==> config.mk <==
export PLATFORM = sky130hd
export DESIGN_NAME = ac97_cmd_sched
export DESIGN_NICKNAME = d
export VERILOG_FILES = /design/src/rtl/ac97_cmd_sched.sv
export SDC_FILE = /design/constraint.sdc
export NUM_CORES = 1
export LEC_CHECK = 0
export ABC_AREA = 1
export CAP_MARGIN = 20
export CORE_MARGIN = 2
export CORE_UTILIZATION = 39
export DETAILED_ROUTE_END_ITERATION = 8
export PLACE_DENSITY = 0.81
export SYNTH_ARGS = -nofsm -noshare
export SYNTH_HDL_FRONTEND = slang
export SYNTH_SLANG_ARGS = --single-unit
==> constraint.sdc <==
create_clock -name ac97_bitclk -period 2.8 [get_ports ac97_bitclk]
set_input_delay 0.84 -clock ac97_bitclk [delete_from_list [all_inputs] [get_ports ac97_bitclk]]
set_output_delay 0.84 -clock ac97_bitclk [all_outputs]
set_load 0.03 [all_outputs]
==> src/rtl/ac97_cmd_sched.sv <==
// rtl/ac97_cmd_sched.sv - AC97 codec register command scheduler with init sequence and read tracking
module ac97_cmd_sched #(
    parameter int TIMEOUT_FRAMES = 4
) (
    input  logic        ac97_bitclk,
    input  logic        rst,
    input  logic        ac97_strobe,
    input  logic [19:0] ac97_in_slot1,
    input  logic        ac97_in_slot1_valid,
    input  logic [19:0] ac97_in_slot2,
    input  logic [1:0]  req_valid,
    output logic [1:0]  req_ready,
    input  logic [23:0] req_cmd0,
    input  logic [23:0] req_cmd1,
    output logic [19:0] ac97_out_slot1,
    output logic        ac97_out_slot1_valid,
    output logic [19:0] ac97_out_slot2,
    output logic        ac97_out_slot2_valid,
    output logic        rsp_valid,
    output logic        rsp_src,
    output logic [15:0] rsp_data,
    output logic        rsp_timeout,
    output logic        init_done
);

    typedef enum logic [1:0] {
        ST_INIT,
        ST_IDLE,
        ST_WAIT_RD
    } state_t;

    localparam logic [3:0] TMO_LAST = 4'(TIMEOUT_FRAMES - 1);

    state_t      state_q, state_d;
    logic [2:0]  init_idx_q, init_idx_d;
    logic [3:0]  tmo_cnt_q, tmo_cnt_d;
    logic        last_grant_q, last_grant_d;
    logic [6:0]  rd_addr_q, rd_addr_d;
    logic        rd_src_q, rd_src_d;
    logic [19:0] slot1_q, slot1_d;
    logic [19:0] slot2_q, slot2_d;
    logic        slot_valid_q, slot_valid_d;
    logic        init_done_q, init_done_d;

    logic        grant;
    logic [23:0] cmd;
    logic        hit;
    logic [22:0] init_entry;
    logic [1:0]  ready_c;
    logic        rsp_valid_c;
    logic        rsp_timeout_c;
    logic [15:0] rsp_data_c;
    logic        rsp_src_c;

    // Reply bits outside the address field carry nothing this block needs.
    logic unused_bits;
    assign unused_bits = ^{ac97_in_slot1[19], ac97_in_slot1[11:0], ac97_in_slot2[3:0]};

    // Codec power-up register writes, {addr, data}, issued one per frame.
    function automatic logic [22:0] init_cmd(input logic [2:0] idx);
        case (idx)
            3'd0:    init_cmd = {7'h00, 16'h0000};
            3'd1:    init_cmd = {7'h02, 16'h0000};
            3'd2:    init_cmd = {7'h04, 16'h1F1F};
            default: init_cmd = {7'h18, 16'h0808};
        endcase
    endfunction

    // Frame-level scheduling: everything below only advances on a strobe.
    always_comb begin
        state_d       = state_q;
        init_idx_d    = init_idx_q;
        tmo_cnt_d     = tmo_cnt_q;
        last_grant_d  = last_grant_q;
        rd_addr_d     = rd_addr_q;
        rd_src_d      = rd_src_q;
        slot1_d       = slot1_q;
        slot2_d       = slot2_q;
        slot_valid_d  = slot_valid_q;
        init_done_d   = init_done_q;
        ready_c       = 2'b00;
        rsp_valid_c   = 1'b0;
        rsp_timeout_c = 1'b0;
        rsp_data_c    = 16'h0000;
        rsp_src_c     = 1'b0;

        // Round-robin: on contention the requester not granted last wins.
        grant      = (req_valid == 2'b11) ? ~last_grant_q : req_valid[1];
        cmd        = grant ? req_cmd1 : req_cmd0;
        hit        = ac97_in_slot1_valid && (ac97_in_slot1[18:12] == rd_addr_q);
        init_entry = init_cmd(init_idx_q);

        if (ac97_strobe) begin
            // A frame carries a command only when one is explicitly loaded.
            slot1_d      = 20'h00000;
            slot2_d      = 20'h00000;
            slot_valid_d = 1'b0;
            unique case (state_q)
                ST_INIT: begin
                    if (init_idx_q == 3'd4) begin
                        state_d     = ST_IDLE;
                        init_done_d = 1'b1;
                    end else begin
                        slot1_d      = {1'b0, init_entry[22:16], 12'h000};
                        slot2_d      = {init_entry[15:0], 4'h0};
                        slot_valid_d = 1'b1;
                        init_idx_d   = init_idx_q + 3'd1;
                    end
                end
                ST_IDLE: begin
                    if (req_valid != 2'b00) begin
                        ready_c      = grant ? 2'b10 : 2'b01;
                        last_grant_d = grant;
                        slot1_d      = {cmd[23], cmd[22:16], 12'h000};
                        slot2_d      = cmd[23] ? 20'h00000 : {cmd[15:0], 4'h0};
                        slot_valid_d = 1'b1;
                        if (cmd[23]) begin
                            state_d   = ST_WAIT_RD;
                            rd_addr_d = cmd[22:16];
                            rd_src_d  = grant;
                            tmo_cnt_d = 4'd0;
                        end
                    end
                end
                ST_WAIT_RD: begin
                    if (hit) begin
                        rsp_valid_c = 1'b1;
                        rsp_data_c  = ac97_in_slot2[19:4];
                        rsp_src_c   = rd_src_q;
                        state_d     = ST_IDLE;
                    end else if (tmo_cnt_q == TMO_LAST) begin
                        rsp_valid_c   = 1'b1;
                        rsp_timeout_c = 1'b1;
                        rsp_data_c    = 16'hFFFF;
                        rsp_src_c     = rd_src_q;
                        state_d       = ST_IDLE;
                    end else begin
                        tmo_cnt_d = tmo_cnt_q + 4'd1;
                    end
                end
                default: state_d = ST_INIT;
            endcase
        end
    end

    // State register; reset restarts the init sequence and drops any pending read.
    always_ff @(posedge ac97_bitclk) begin
        if (rst) begin
            state_q      <= ST_INIT;
            init_idx_q   <= 3'd0;
            tmo_cnt_q    <= 4'd0;
            last_grant_q <= 1'b1;
            rd_addr_q    <= 7'h00;
            rd_src_q     <= 1'b0;
            slot1_q      <= 20'h00000;
            slot2_q      <= 20'h00000;
            slot_valid_q <= 1'b0;
            init_done_q  <= 1'b0;
        end else begin
            state_q      <= state_d;
            init_idx_q   <= init_idx_d;
            tmo_cnt_q    <= tmo_cnt_d;
            last_grant_q <= last_grant_d;
            rd_addr_q    <= rd_addr_d;
            rd_src_q     <= rd_src_d;
            slot1_q      <= slot1_d;
            slot2_q      <= slot2_d;
            slot_valid_q <= slot_valid_d;
            init_done_q  <= init_done_d;
        end
    end

    // Grant and completion pulses live in the strobe cycle; reset suppresses them.
    always_comb begin
        req_ready   = rst ? 2'b00 : ready_c;
        rsp_valid   = rst ? 1'b0 : rsp_valid_c;
        rsp_timeout = rst ? 1'b0 : rsp_timeout_c;
        rsp_data    = rst ? 16'h0000 : rsp_data_c;
        rsp_src     = rst ? 1'b0 : rsp_src_c;
    end

    assign ac97_out_slot1       = slot1_q;
    assign ac97_out_slot2       = slot2_q;
    assign ac97_out_slot1_valid = slot_valid_q;
    assign ac97_out_slot2_valid = slot_valid_q;
    assign init_done            = init_done_q;

endmodule

# After elaboration in Yosys (flattened, before gate mapping)
# Cells that the tools add are included.
# Widths: inputs -> output; s select.
[op_classes]
addsub = 2
eq_ne = 14
muxes = 48
bitwise = 2
reduce_logical = 11
[ops]
columns = ["operator", "n"]
rows = [
  ["$mux 16", 5],
  ["$mux 20", 4],
  ["$pmux 20 s2", 2],
  ["$pmux 21 s3", 1],
  ["$mux 24", 1],
  ["$mux 2", 10],
  ["$mux 19", 1],
  ["$mux 1", 17],
  ["$mux 4", 4],
  ["$ne 2x2->1 const B", 5],
  ["$reduce_and 3->1", 3],
  ["$pmux 4 s2", 1],
  ["$eq 7x7->1", 1],
  ["$pmux 2 s3", 1],
  ["$reduce_and 6->1", 1],
  ["$reduce_and 5->1", 1],
  ["$add 4x1->4 const B", 1],
  ["$eq 2x2->1 const B", 2],
  ["$eq 4x2->1 const B", 1],
  ["$reduce_and 4->1", 1],
  ["$reduce_bool 2->1", 2],
  ["$add 3x1->3 const B", 1],
  ["$eq 3x1->1 const B", 1],
  ["$eq 3x2->1 const B", 1],
  ["other kinds (8)", 9],
]
[word_totals]
reg_bits = 60
inputBits = 94
wordCells = 87

# Depth between registers and ports, before layout
[depth]
word_depth = 7
depth_mapped = 12

# Worst setup path after synthesis
# OpenSTA, ideal clock, no wires.
[synth_path]
path_kind = "input-to-output"
start = "in ac97_strobe"
end = "out rsp_data[10]"
arrival_time_ps = 2014
required_time_ps = 1960
slack_ps = -54
stages = 6
n_path_buf = 2
cell_sequence = "buf_4 inv_2 nor2_1 nand3_4 buf_6 nor2_1"
[synth_via]
elab_chain_len = 2
[synth_lines]
columns = ["item", "line", "rtl"]
rows = [
  ["start: declaration", "7", "input logic ac97_strobe,"],
  ["$mux 16", "93", "if (ac97_strobe) begin"],
  ["$mux 16", "178", "rsp_data = rst ? 16'h0000 : rsp_data_c;"],
  ["end: declaration", "21", "output logic [15:0] rsp_data,"],
]
# Every way passes these cells.

# Worst setup path after layout
[layout_path]
start = "in ac97_in_slot1[18]"
end = "out rsp_data[14]"
[layout_via]
elab_chain_len = 6
[layout_lines]
columns = ["item", "line", "rtl"]
rows = [
  ["start: declaration", "8", "input logic [19:0] ac97_in_slot1,"],
  ["$eq 7x7->1", "90", "hit = ac97_in_slot1_valid && (ac97_in_slot1[18:12] == rd_addr_q);"],
  ["$logic_and 1x1->1", "90", ""],
  ["$mux 16", "126", "if (hit) begin"],
  ["$mux 16", "98", "unique case (state_q)"],
  ["$mux 16", "93", ""],
  ["$mux 16", "178", ""],
]
# Every way passes these cells.

==> results.yml <==
outcome:
  status: "completed"
power:
  power_frac_clock: 0.284
  netSwitchingPower_uw: 605
  p_seq_frac: 0.392
  power.density_nw_per_um2: 405
  p_int_uw: 1190
  pwr-share-comb: 0.324
  p_leak_uw: 0.00198
  swShare: 0.337
  power_uw: 1790
  ir_drop_v: 0.000233
layout:
  layout_common_cells: "nand2_1 (165), clkdlybuf4s50_1 (91), dfxtp_1 (44)"
  nets: 680
  antenna_cells: 0
  drive_above_1_share: 0.210
  utilization: 0.616
  area_growth_pct: 55.4
  layout_commonest_cell: "nand2_1"
grt:
  grt_use_total: 0.199
  grt_max_degree: 28
  grt_pass1_vias: 2954
  grt_first_pass_wirelength_um: 12500
  antenna_found_initial: 0
  grt-ovfl-total: 0
timing:
  period_needed_ns: 2.78
  setup_viol: 0
  fin_skew_ns: 0.0113
  tightest_slew_ns: 0.514
  period_share: 0.993
  finalMaxSlewViolations: 0
  grt_setup_unrepaired: "yes"
  max_slew_margin: 0.657
  hold_viol: 0
  fmax_mhz: 360
yosys:
  synth.avg_cell_area_um2: 6.38
  synth_edf_count: 0
  async_flop_share: 0
  seq_area_frac_synth: 0.310
  yosysUniqueCellTypes: 31
  ys_top_cells_by_area: "dfxtp_1 (31%), nand2_1 (22%), nor2_1 (6.6%), a21oi_1 (5.6%), buf_4 (5.0%)"
  synthCells: 446
  yosys_warnings: 0
  synth_top_area_cell: "dfxtp_1"
  synth_flop_cell: "dfxtp_1"
  synth_seq_cells: 44
  synth_top_area_share: 0.310
  syn-cell-area_um2: 2850
die:
  die_h_um: 89.4
  die_area_um2: 8000
  start_util: 0.397
  die_x_um: 89.4
  rows: 31
  ios: 158
  core_um2: 7180
cts:
  cts_hold_buffers: 0
  clkSlewWorstSetupHoldPaths_ns: 0.08
  cts_sinks: 44
  clock_latency_ns: 0.31
  cts_buffers: 5
  cts_root_buf: "clkbuf_8"
  htree_levels: 2
  cts_tree: "built"
  clockBufferDepth: 2
drt:
  dr.pass1.iters: 4
  viasPerCell: 4.63
  antenna_left: 0
  drt_iter0_markers: 114
  drt-total-wl_um: 8180
  drc: 0
  wl_per_cell_um: 12.0
  vias: 3150
hold_path:
  hp-class: "flop to flop"
place:
  port_buffers: 124
  dp_hpwl_um: 6090
  place_congestion: 0.819
run:
  drv_cap: 0
worst_setup_path:
  end_kind: "primary output"
  critical_path.max_fanout: 17
  cp-start-kind: "primary input"
  crit_arrival_ns: 1.94
  path_class: "primary input to primary output"
  required_ns: 1.96
[cell type report]
| type | instances | area [µm²] |
|---|---|---|
| Timing Repair Buffer | 142 | 1350 |
| Inverter | 38 | 143 |
| Multi-Input combinational cell | 350 | 1810 |
| Clock inverter | 3 | 46.3 |
| Fill cell | 666 | 2760 |
| Clock buffer | 5 | 68.8 |
| Sequential cell | 44 | 881 |
| Tap cell | 99 | 124 |
[Yosys cell counts, types with 6 or more instances]
cell type  instances
o21ai_0           16
buf_2              7
inv_1             33
buf_4             19
nor2_4             6
a21oi_2           10
a21oi_1           32
nor2_1            50
dfxtp_1           44
nand2_1          170
nand3_1           12
[metal layers]
| metal | track usage | routed length (µm) | vias up |
|---|---|---|---|
| met5 | 0 | 0 | - |
| met4 | 0.0597 | 91 | 0 |
| met3 | 0.0711 | 772 | 9 |
| met2 | 0.376 | 4090 | 119 |
| met1 | 0.204 | 3230 | 1390 |
| li1 | - | - | 1632 |
[repair_timing]
| item | 4_1_cts | 5_1_grt |
|---|---|---|
| endpoints found under the setup margin | 21 | 18 |
| buffers inserted | 0 | 0 |
| gates resized for setup | 58 | 23 |
| pin swaps | 16 | 15 |
| gates cloned | 3 | 0 |
[final timing paths]
path / from / to / slack, ns / depth (start not counted)
worst max-delay path: ac97_in_slot1[18] / rsp_data[14] / 0.02 / 11
worst min-delay path: init_done$_SDFFE_PP0P_ / init_done$_SDFFE_PP0P_ / 0.46 / 2
worst max register to register: init_idx_q[0]$_SDFFE_PP0P_ / ac97_out_slot2[15]$_SDFFE_PP0P_ / 1.05 / 7
worst min register to register: init_done$_SDFFE_PP0P_ / init_done$_SDFFE_PP0P_ / 0.46 / 2
[power groups by stage]
stage | Combinational, µW | Sequential [µW] | Clock, µW
2_1_floorplan | 314 | 755 | 0
3_3_place_gp | 556 | 712 | 0
3_5_place_dp | 569 | 714 | 0
4_1_cts | 576 | 701 | 513
5_1_grt | 639 | 708 | 544
6_report | 580 | 702 | 509
[critical path, cell delays in order]
cell	delay, ns
buf_2	0.11
inv_2	0.04
nand2_1	0.04
nand2_1	0.07
nand2_2	0.07
nor2_4	0.12
nand2_4	0.09
buf_6	0.17
nor2_1	0.21
nor2_4	0.05
buf_6	0.14
[through the flow]
stage               cell area [µm²]  hold slack, ns  setup slack, ns  instances  TNS (ns)
CTS                            4340           0.468          0.00230        681         0
finish                         4420           0.465           0.0199        681         0
global placement               4150           0.445           -0.357        670     -6.36
global route                   4420           0.487          -0.0710        681    -0.376
detailed placement             4150           0.451           -0.412        670     -7.27
floorplan                      2900           0.428          -0.0540        461    -0.486
[cells by family (layout without fill, tap and decap cells)]
family / Yosys count / after routing / share of synthesized area
compound gates: 66 / 66 / 0.132
fa+ha+maj: 5 / 5 / 0.0220
buf+inv: 70 / 188 / 0.126
simple gates: 260 / 263 / 0.409
flops: 44 / 44 / 0.310
other cells: 1 / 16 / 0.00132
[sequential cells by signal (all words and copies together), names as in the netlist]
register,flops
ac97_out_slot1,8
init_idx_q,3
ac97_out_slot2,16
last_grant_q,1
ac97_out_slot1_valid,1
rd_src_q,1
state_q,2
tmo_cnt_q,4
init_done,1
rd_addr_q,7
Note: power is estimated with default switching activity, not from simulation.
